[config.mk]
export PLATFORM = sky130hd
export DESIGN_NAME = fifo_display_scan_flat
export DESIGN_NICKNAME = d
export VERILOG_FILES = /design/src/rtl/fifo_display_scan_if.sv /design/src/rtl/fifo_display_scan.sv /design/src/flat_wrapper.sv
export SDC_FILE = /design/constraint.sdc
export NUM_CORES = 1
export LEC_CHECK = 0
export CORE_MARGIN = 2
export CORE_UTILIZATION = 40
export CTS_CLUSTER_SIZE = 25
export DETAILED_ROUTE_END_ITERATION = 6
export GPL_TIMING_DRIVEN = 0
export HOLD_SLACK_MARGIN = 0.03
export MAX_ROUTING_LAYER = met4
export PLACE_DENSITY = 0.73
export SYNTH_ARGS = -nofsm -noshare
export SYNTH_HDL_FRONTEND = slang
export SYNTH_SLANG_ARGS = --single-unit
[constraint.sdc]
create_clock -name clk -period 2.7 [get_ports clk]
set_clock_uncertainty 0.15 [all_clocks]
set_input_delay 0.405 -clock clk [delete_from_list [all_inputs] [get_ports clk]]
set_output_delay 0.405 -clock clk [all_outputs]
set_load 0.05 [all_outputs]
[src/rtl/fifo_display_scan_if.sv]
// FIFO-side bus of the seven-segment scan driver: occupancy/head/empty from the
// control unit plus the register file's second combinational read port.
interface fifo_display_scan_if;
    logic [7:0] valid;
    logic [2:0] head;
    logic       emp;
    logic [3:0] rd2;
    logic [2:0] ra2;

    // master = FIFO side (control unit + register file), slave = display driver
    modport master (output valid, head, emp, rd2, input ra2);
    modport slave  (input valid, head, emp, rd2, output ra2);
endinterface

[src/rtl/fifo_display_scan.sv]
// Time-multiplexes the 8 FIFO entries onto an 8-digit common-anode display.
// Define HEAD_BLINK_EN to blink the head digit every BLINK_FRAMES frames.
module fifo_display_scan #(
    parameter int SCAN_DIV = 100000     // clk cycles per digit slot, >= 2
`ifdef HEAD_BLINK_EN
    , parameter int BLINK_FRAMES = 128  // frames per blink half-period
`endif
) (
    input  logic                clk,
    input  logic                rst,
    fifo_display_scan_if.slave  bus,
    output logic [7:0]          an,
    output logic [6:0]          seg,
    output logic                dp
);

    localparam int PW = (SCAN_DIV > 1) ? $clog2(SCAN_DIV) : 1;

    logic [PW-1:0] presc_q, presc_d;
    logic [2:0]    scan_idx_q, scan_idx_d;
    logic [7:0]    an_q, an_d;
    logic [6:0]    seg_q, seg_d;
    logic          dp_q, dp_d;
    logic          tick;
    logic          is_head;
    logic          head_blank;

    // Segment pattern {g,f,e,d,c,b,a}, active-low; out-of-range values show a dash.
    function automatic logic [6:0] decode(input logic [3:0] v);
        case (v)
            4'd0:    decode = 7'b1000000;
            4'd1:    decode = 7'b1111001;
            4'd2:    decode = 7'b0100100;
            4'd3:    decode = 7'b0110000;
            4'd4:    decode = 7'b0011001;
            4'd5:    decode = 7'b0010010;
            4'd6:    decode = 7'b0000010;
            4'd7:    decode = 7'b1111000;
            4'd8:    decode = 7'b0000000;
            4'd9:    decode = 7'b0010000;
            default: decode = 7'b0111111;
        endcase
    endfunction

`ifdef HEAD_BLINK_EN
    localparam int FW = (BLINK_FRAMES > 1) ? $clog2(BLINK_FRAMES) : 1;

    logic [FW-1:0] frame_q, frame_d;
    logic          phase_q, phase_d;

    always_comb begin
        frame_d = frame_q;
        phase_d = phase_q;
        if (tick && scan_idx_q == 3'd7) begin
            if (frame_q == FW'(BLINK_FRAMES - 1)) begin
                frame_d = '0;
                phase_d = ~phase_q;
            end else begin
                frame_d = frame_q + FW'(1);
            end
        end
    end

    always_ff @(posedge clk) begin
        if (rst) begin
            frame_q <= '0;
            phase_q <= 1'b0;
        end else begin
            frame_q <= frame_d;
            phase_q <= phase_d;
        end
    end

    assign head_blank = phase_q && is_head;
`else
    assign head_blank = 1'b0;
`endif

    assign tick    = (presc_q == PW'(SCAN_DIV - 1));
    assign is_head = (scan_idx_q == bus.head);

    // NOTE: every always_comb output is given a hold value first, so no path
    // leaves it unassigned and no latch is inferred.
    always_comb begin
        presc_d    = tick ? '0 : presc_q + PW'(1);
        scan_idx_d = scan_idx_q;
        an_d       = an_q;
        seg_d      = seg_q;
        dp_d       = dp_q;
        // rd2 and the FIFO status are only sampled here, at the start of a slot
        if (tick) begin
            an_d       = ~(8'b1 << scan_idx_q);
            seg_d      = bus.valid[scan_idx_q] ? decode(bus.rd2) : 7'h7F;
            dp_d       = !(is_head && !bus.emp);
            scan_idx_d = scan_idx_q + 3'd1;
            if (head_blank) begin
                seg_d = 7'h7F;
                dp_d  = 1'b1;
            end
        end
    end

    // NOTE: state registers use non-blocking assignments so every flop samples
    // the pre-edge values; reset is synchronous and wins over a pending tick.
    always_ff @(posedge clk) begin
        if (rst) begin
            presc_q    <= '0;
            scan_idx_q <= 3'd0;
            an_q       <= 8'hFF;
            seg_q      <= 7'h7F;
            dp_q       <= 1'b1;
        end else begin
            presc_q    <= presc_d;
            scan_idx_q <= scan_idx_d;
            an_q       <= an_d;
            seg_q      <= seg_d;
            dp_q       <= dp_d;
        end
    end

    assign bus.ra2 = scan_idx_q;
    assign an      = an_q;
    assign seg     = seg_q;
    assign dp      = dp_q;

endmodule

[src/flat_wrapper.sv]
// flat-port wrapper written by rule: the top's interface ports become plain ports
module fifo_display_scan_flat 
#(
    parameter int SCAN_DIV = 100000                                       

)
  (clk, rst, an, seg, dp, bus_valid, bus_head, bus_emp, bus_rd2, bus_ra2);
  fifo_display_scan_if bus_i ();
  input  logic clk;
  input  logic rst;
  output logic [7:0] an;
  output logic [6:0] seg;
  output logic dp;
  input wire logic [$bits(bus_i.valid)-1:0] bus_valid;
  input wire logic [$bits(bus_i.head)-1:0] bus_head;
  input wire logic [$bits(bus_i.emp)-1:0] bus_emp;
  input wire logic [$bits(bus_i.rd2)-1:0] bus_rd2;
  output wire logic [$bits(bus_i.ra2)-1:0] bus_ra2;
  assign bus_i.valid = bus_valid;
  assign bus_i.head = bus_head;
  assign bus_i.emp = bus_emp;
  assign bus_i.rd2 = bus_rd2;
  assign bus_ra2 = bus_i.ra2;
  fifo_display_scan #(.SCAN_DIV(SCAN_DIV)) u_core (.clk(clk), .rst(rst), .bus(bus_i), .an(an), .seg(seg), .dp(dp));
endmodule
Yosys cells after proc, flatten, opt, wreduce, memory -nomap -nowiden:

Memories as Yosys holds them, arrays and structs flattened.
Index checks and enable logic that the tools add are counted.

* flip-flop bits (word level): 36
* ROM bits: 112
* memories: 1

* add/subtract/negate cells: 2
* order comparisons: 1
* equal/unequal tests: 2
* shift-type cells: 1
* muxes and demuxes: 3
* bitwise gates (word level): 1
* reduce and logical (&&, ||, !) cells: 4

Memory list
* (no name shown): words 16, bits a word 7, rd ports 1, clocked after memory_dff 0, wr ports 0, line fifo_display_scan.sv:30 `case (v)`

Operators with widths (number)
* adder 17 x 1 -> 17 bit, second input constant: 1
* equality test 17 bit, second input constant: 1
* NOT 8 bit: 1
* left shift 1 x 3 -> 8 bit, first input constant: 1
* 2-to-1 mux 7 bit: 1
* less-than comparator 3 x 4 -> 1 bit, second input constant: 1
* adder 3 x 1 -> 3 bit, second input constant: 1
* binary-select mux 1 bit (select 3 bit): 1
* equality test 3 bit: 1
* logical NOT 1 bit: 2
* OR reduction 2 bit: 1
* logical AND 1 bit: 1
* 2-to-1 mux 1 bit: 1

Logic depth before layout (Yosys ltp):

Gate-level depths: netlist of the first run.

* depth after elaboration: 3
* gate-level depth with buffers: 8

Worst setup path before layout of the first run:

No wires, ideal clock.

* kind: register to register
* start point: register u_core.scan_idx_q[0] (netlist: u_core.bus.ra2[0])
* end point: register u_core.seg_q[1] (netlist: u_core.seg[1])
* data arrival time: 1785 ps
* setup slack: 618 ps
* cell stages (with the launch flop): 5
* buffers on the path: 0
* cell sequence: dfxtp_1 > mux4_2 > nand2_1 > a2111oi_4 > a32oi_1

* word-level cells in the longest chain between the ends: 3

Ends and longest elaborated chain
* from (decl): line fifo_display_scan.sv:20 `logic [2:0] scan_idx_q, scan_idx_d;`
* from (signal assigned): line fifo_display_scan.sv:114 `scan_idx_q <= scan_idx_d;`
* binary-select mux 1 bit (select 3 bit): line fifo_display_scan.sv:93 `seg_d = bus.valid[scan_idx_q] ? decode(bus.rd2) : 7'h7F;`
* 2-to-1 mux 1 bit (not written as such): line fifo_display_scan.sv:93
* 2-to-1 mux 7 bit: line fifo_display_scan.sv:93
* to (signal assigned): line fifo_display_scan.sv:116 `seg_q <= seg_d;`
* to (decl): line fifo_display_scan.sv:22 `logic [6:0] seg_q, seg_d;`

Every way passes these cells. The select of a mux whose other input is x is not followed.
A chain may end at the register's enable or synchronous reset.

Final worst setup path of the first run:

* start point: register u_core.presc_q[14]
* end point: register u_core.seg_q[1] (netlist: u_core.seg[1])

* word-level cells in the longest chain between the ends: 1

Ends and longest elaborated chain
* from (decl): line fifo_display_scan.sv:19 `logic [PW-1:0] presc_q, presc_d;`
* from (signal assigned): line fifo_display_scan.sv:113 `presc_q <= presc_d;`
* equality test 17 bit: line fifo_display_scan.sv:79 `assign tick = (presc_q == PW'(SCAN_DIV - 1));`

Every way passes these cells.

==> results.toml, run 1 <==
[floorplanning]
start_util_pct = 41.00
ioPinCount = 37
die-area_um2 = 4948
die_width_um = 70.34
core_um2 = 4294
rows = 24
fp.dieH_um = 70.34

[yosys]
avgSynthCellArea_um2 = 9.516
seq_area_frac_synth_pct = 40.94
synth_fp_nets = 216
syn_area_um2 = 1760
ys_types = 36
synth-seq-cells = 36
yosysWarningCount = 0
syn_inst = 185

[routing]
drtIter0Drc = 60
first_pass_iters = 4
via_per_inst = 5.264
wirelength_um = 3587
num_vias = 1474
drc = 0
wl_per_cell_um = 12.81
drtAntennaViolNets = 0

[worst_setup_path]
crit_path_start_kind = "flop"
critical_path.n_buffers_inverters = 0
path_class = "flop to flop"
rrSetupSlack_ps = 430
cp_data_required_time_ps = 2690
end_kind = "flop"
critPathTopFamily = "simple AND/OR/NAND/NOR gates"
crit_path_max_incr_delay_ps = 570
arrival_ps = 2270
cp_slowest_cell = "or4_1"
path_cells = "or4_1 -> or3_4 -> a2111oi_4 -> a32oi_1"
crit_path_max_fanout = 7

[pwr]
peakVddDrop_uv = 279.3
powerDensity_nw_per_um2 = 472.4
p_clk_share_pct = 43.2
p_leak_nw = 0.8928
sequentialPowerShare_pct = 49.7
p_sw_share_pct = 21.36
p_int_mw = 0.8497
pwr-share-comb_pct = 7.1
p_switching_mw = 0.2308

[clocking]
postCtsHoldBufs = 0
cts-htree-levels = 2
clkTransAtPathRegs_ps = 80
cts_resized = 0
cts_buffers = 5
root_buffer = "clkbuf_8"
cts_tree = "built"
clkLatencyLatePin_ps = 290
clockBufferDepth = 2
post_cts_buffers = 0
clkSinkCount = 36

[place]
io_buffers = 35
dpl.hpwl_um = 2639
place_inst = 272
globalplace.congestion = 0.7977
place_area_um2 = 2176
place_worst_setup_slack_ps = 455.2

[global_route]
grtUsageTotal_pct = 15.55
grt_max_degree = 13
antenna_found_initial = 0
overflow = 0
grt_pass1_wl_um = 6003
grt_pass1_vias = 1343

[sta]
layout_min_cycle_time_ps = 2274
maxSlewHeadroom_pct = 61.83
setup_viol = 0
setup_ws_ps = 425.8
tightestPinTransition_ps = 572.5
max_freq_mhz = 439.7
final.setup.tns_ps = 0
fin_crit_sh_pct = 84.23
grt_setup_unrepaired = "false"
drv_slew = 0
hold_viol = 0

[job]
drv_cap = 0

[final_layout]
final_util_pct = 53.26
final_common_cell = "dfxtp_1"
fin_nets = 258
layout_common_cells = "36 x dfxtp_1, 35 x clkdlybuf4s50_1, 13 x nor2_1, 13 x ha_1"
syn_to_final_growth_pct = 29.92
drive_gt1_share_pct = 7.456
final_cell_count_no_fill = 280
antenna_cells = 0
fin_area_um2 = 2287

[worst_hold_path]
hold_path.class = "flop to flop"

[outcome]
status = "finished clean"
## worst reg2reg max path, stage by stage, from the launching register on
cell	delay [ps]
dfxtp_1	340
or4_1	570
or3_4	390
a2111oi_4	500
a32oi_1	170
## layer usage
metal | vias to the layer above | routed length, um | track usage, %
met3 | 5 | 176 | 4.185
met4 | 0 | 32 | 4.487
met2 | 34 | 1640 | 23.79
li1 | 756 | - | -
met1 | 679 | 1736 | 20.20
met5 | - | 0 | -
## registers in the layout, summed over array words and instances (netlist names)
register,count
u_core.an,8
u_core.bus.ra2,3
u_core.dp,1
u_core.presc_q,17
u_core.seg,7
## synthesized netlist by cell type, drive strengths merged
library cell,count,area (um^2)
o31ai,3,22.52
nand3,6,30.03
a21oi,11,55.05
mux4,2,45.04
mux2i,2,20.02
buf,3,15.01
dfxtp,36,720.7
and3,4,25.02
or4,5,37.54
a2bb2oi,12,105.1
and2,2,12.51
nand2b,1,6.260
a2111oi,1,27.53
xor2,11,96.34
inv,9,33.78
clkbuf,5,18.77
or2,1,6.260
a32oi,4,35.03
nor4bb,1,10.01
xnor2,1,8.760
nor2b,2,12.51
nor4,2,12.51
a22o,1,8.760
nand2,12,45.04
o21ai,8,40.03
nor3,2,15.01
o22ai,2,12.51
and4,1,8.760
nand4,4,25.02
nor2,13,48.80
ha,13,162.7
a21o,1,7.510
or3,4,30.03
## power by group through the flow
stage,clock network (mW),registers (mW),logic [mW]
4_1_cts,0.479,0.537,0.0775
3_5_place_dp,0,0.549,0.0771
2_1_floorplan,0,0.549,0.0416
3_3_place_gp,0,0.549,0.0763
6_report,0.467,0.537,0.0765
5_1_grt,0.515,0.538,0.0861
## final cells by class
class                   count  area [um^2]
fillers                   399         2007
multi-input cells         132        972.2
flip-flops and latches     36        720.7
repair buffers             35        350.3
clock buffers               5        68.82
well taps                  52        65.06
clock inverters             3        42.54
plain buffers               8        33.78
inverters                   9        33.78
## path summary, 6_finish.rpt
path	cells after the start	to	startpoint
max	4	u_core.seg[1]	u_core.presc_q[14]
min	1	u_core.presc_q[0]	u_core.presc_q[0]
min reg2reg	1	u_core.presc_q[0]	u_core.presc_q[0]
max reg2reg	4	u_core.seg[1]	u_core.presc_q[14]
## cell families after synthesis
group	count (synthesis)	share of synthesized area [%]
compound gates	43	17.84
buf+inv	17	3.838
mux	4	3.696
flops	36	40.94
xor+xnor	12	5.970
simple gates	60	18.48
fa+ha+maj	13	9.240
## metrics by stage
stage,hold slack (ps),total power [mW]
2_1_floorplan,262.9,0.5904
3_3_place_gp,274.2,0.6256
3_5_place_dp,286.9,0.6266
4_1_cts,301.5,1.094
5_1_grt,321.0,1.139
6_report,302.0,1.081
Power figures use the tool's default switching activity.
==> run 2, diff against run 1 <==
Clock period 2.7 ns to 2.2 ns, I/O delays scaled along.
==> run 2 against run 1 <==
Setup slack lost 300 ps. Sequential power increased by 23%. Utilization is 0.99 points higher. Hold slack worse by 0.78 ps. Die area did not move. Final area up 1.9%. Non-clock buffer count is 1 higher. Global-route usage hardly changed. First-iteration DRC count up 27%.
==> results.toml, run 2 (synthesized netlist as in run 1, its figures left out) <==
[outcome]
status = "finished clean"

[final_layout]
fin_nets = 259
final_common_cell = "dfxtp_1"
syn_to_final_growth_pct = 32.34
final_util_pct = 54.25
layout_common_cells = "36 x dfxtp_1, 33 x clkdlybuf4s50_1, 13 x nor2_1, 13 x ha_1"
antenna_cells = 0
drive_gt1_share_pct = 10.48
fin_area_um2 = 2330
largest_reg_flops = 17
max_flop_register = "u_core.presc_q"

[sta]
setup_viol = 0
layout_min_cycle_time_ps = 2076
setup_ws_ps = 123.7
max_freq_mhz = 481.6
maxSlewHeadroom_pct = 61.48
fin_crit_sh_pct = 94.38
whs_ps = 301.2
hold_viol = 0
drv_slew = 0
grt_setup_unrepaired = "false"
tightestPinTransition_ps = 577.8

[worst_setup_path]
arrival_ps = 2100
end_kind = "flop"
cp_data_required_time_ps = 2220
crit_path_start_kind = "flop"
crit_path_max_incr_delay_ps = 550
path_cells = "or4_4 -> or3_4 -> a2111oi_4 -> buf_4 -> a2bb2oi_1"
crit_path_max_fanout = 5
cp_slowest_cell = "or4_4"
r2r-start = "u_core.presc_q[14]"
critPathLaunch = "u_core.presc_q[14]"
path_class = "flop to flop"
critPathTopFamily = "simple AND/OR/NAND/NOR gates"
critical_path.n_buffers_inverters = 1

[routing]
drtIter0Drc = 76
drc = 0
wl_per_cell_um = 12.85
via_per_inst = 5.228
drtAntennaViolNets = 0
num_vias = 1469
first_pass_iters = 4
wirelength_um = 3612

[clocking]
cts_buffers = 5
clockBufferDepth = 2
clkSinkCount = 36
cts-htree-levels = 2
clkTransAtPathRegs_ps = 80
cts_tree = "built"
root_buffer = "clkbuf_8"
clkLatencyLatePin_ps = 290

[global_route]
grtUsageTotal_pct = 15.52
overflow = 0
antenna_found_initial = 0
grt_pass1_vias = 1347
grt_max_degree = 13
grt_pass1_wl_um = 6003

[place]
place_area_um2 = 2176
globalplace.congestion = 0.7977
dpl.hpwl_um = 2639
place_worst_setup_slack_ps = -44.78
io_buffers = 35

[floorplanning]
fp.dieH_um = 70.34
core_um2 = 4294
rows = 24
die-area_um2 = 4948
start_util_pct = 41.00
ioPinCount = 37
die_width_um = 70.34

[pwr]
powerDensity_nw_per_um2 = 571.0
power_mw = 1.330
peakVddDrop_uv = 340.7
p_leak_nw = 0.9354

[job]
drv_cap = 0

[worst_hold_path]
hold_path.class = "flop to flop"
hp-start = "u_core.presc_q[0]"
==> run 2: cell count changes in the layout (fill, tap and decap cells not counted), sizes merged <==
cell           before  now
clkbuf             10    9
dlygate4sd2         0    1
buf                 3    5
dlymetal6s2s        0    1
clkdlybuf4s50      35   33
==> run 2: routing by layer <==
layer	routed length, um	vias to the layer above	GRT usage, %
met4	33	0	4.487
li1	-	758	-
met1	1742	678	20.02
met3	168	4	4.185
met5	0	-	-
met2	1668	29	23.90
==> run 2: cell type report <==
cell class              instances  area (um^2)
fillers                       394         1964
multi-input cells             132        999.7
flip-flops and latches         36        720.7
repair buffers                 37        366.6
clock buffers                   5        68.82
well taps                      52        65.06
clock inverters                 3        42.54
inverters                       9        33.78
plain buffers                   7        32.53
==> run 2: worst paths after layout <==
kind | to | slack (ps) | cells past startpoint
setup / recovery | u_core.seg[3] | 120 | 5
hold / removal | u_core.presc_q[0] | 300 | 1
setup reg to reg | u_core.seg[3] | 120 | 5
hold reg to reg | u_core.presc_q[0] | 300 | 1
==> run 2: timing repair <==
item	4_1_cts	5_1_grt
buffers inserted	2	0
pin swaps	1	0
hold buffers	0	0
gates resized for setup	2	7
setup endpoints to repair	11	29
==> run 2: power by group <==
group          total, mW  switching (mW)  internal (mW)
Combinational     0.0950          0.0426         0.0524
Clock              0.576           0.241          0.335
Sequential         0.659         0.00328          0.656
Total               1.33           0.287           1.04
==> run 2: through the flow <==
| step | cells | TNS, ps |
|---|---|---|
| 6_report | 281 | 0 |
| 5_1_grt | 281 | 0 |
| 4_1_cts | 282 | 0 |
| 3_5_place_dp | 272 | -44.78 |
| 3_3_place_gp | 272 | -19.20 |
| 2_1_floorplan | 185 | 0 |
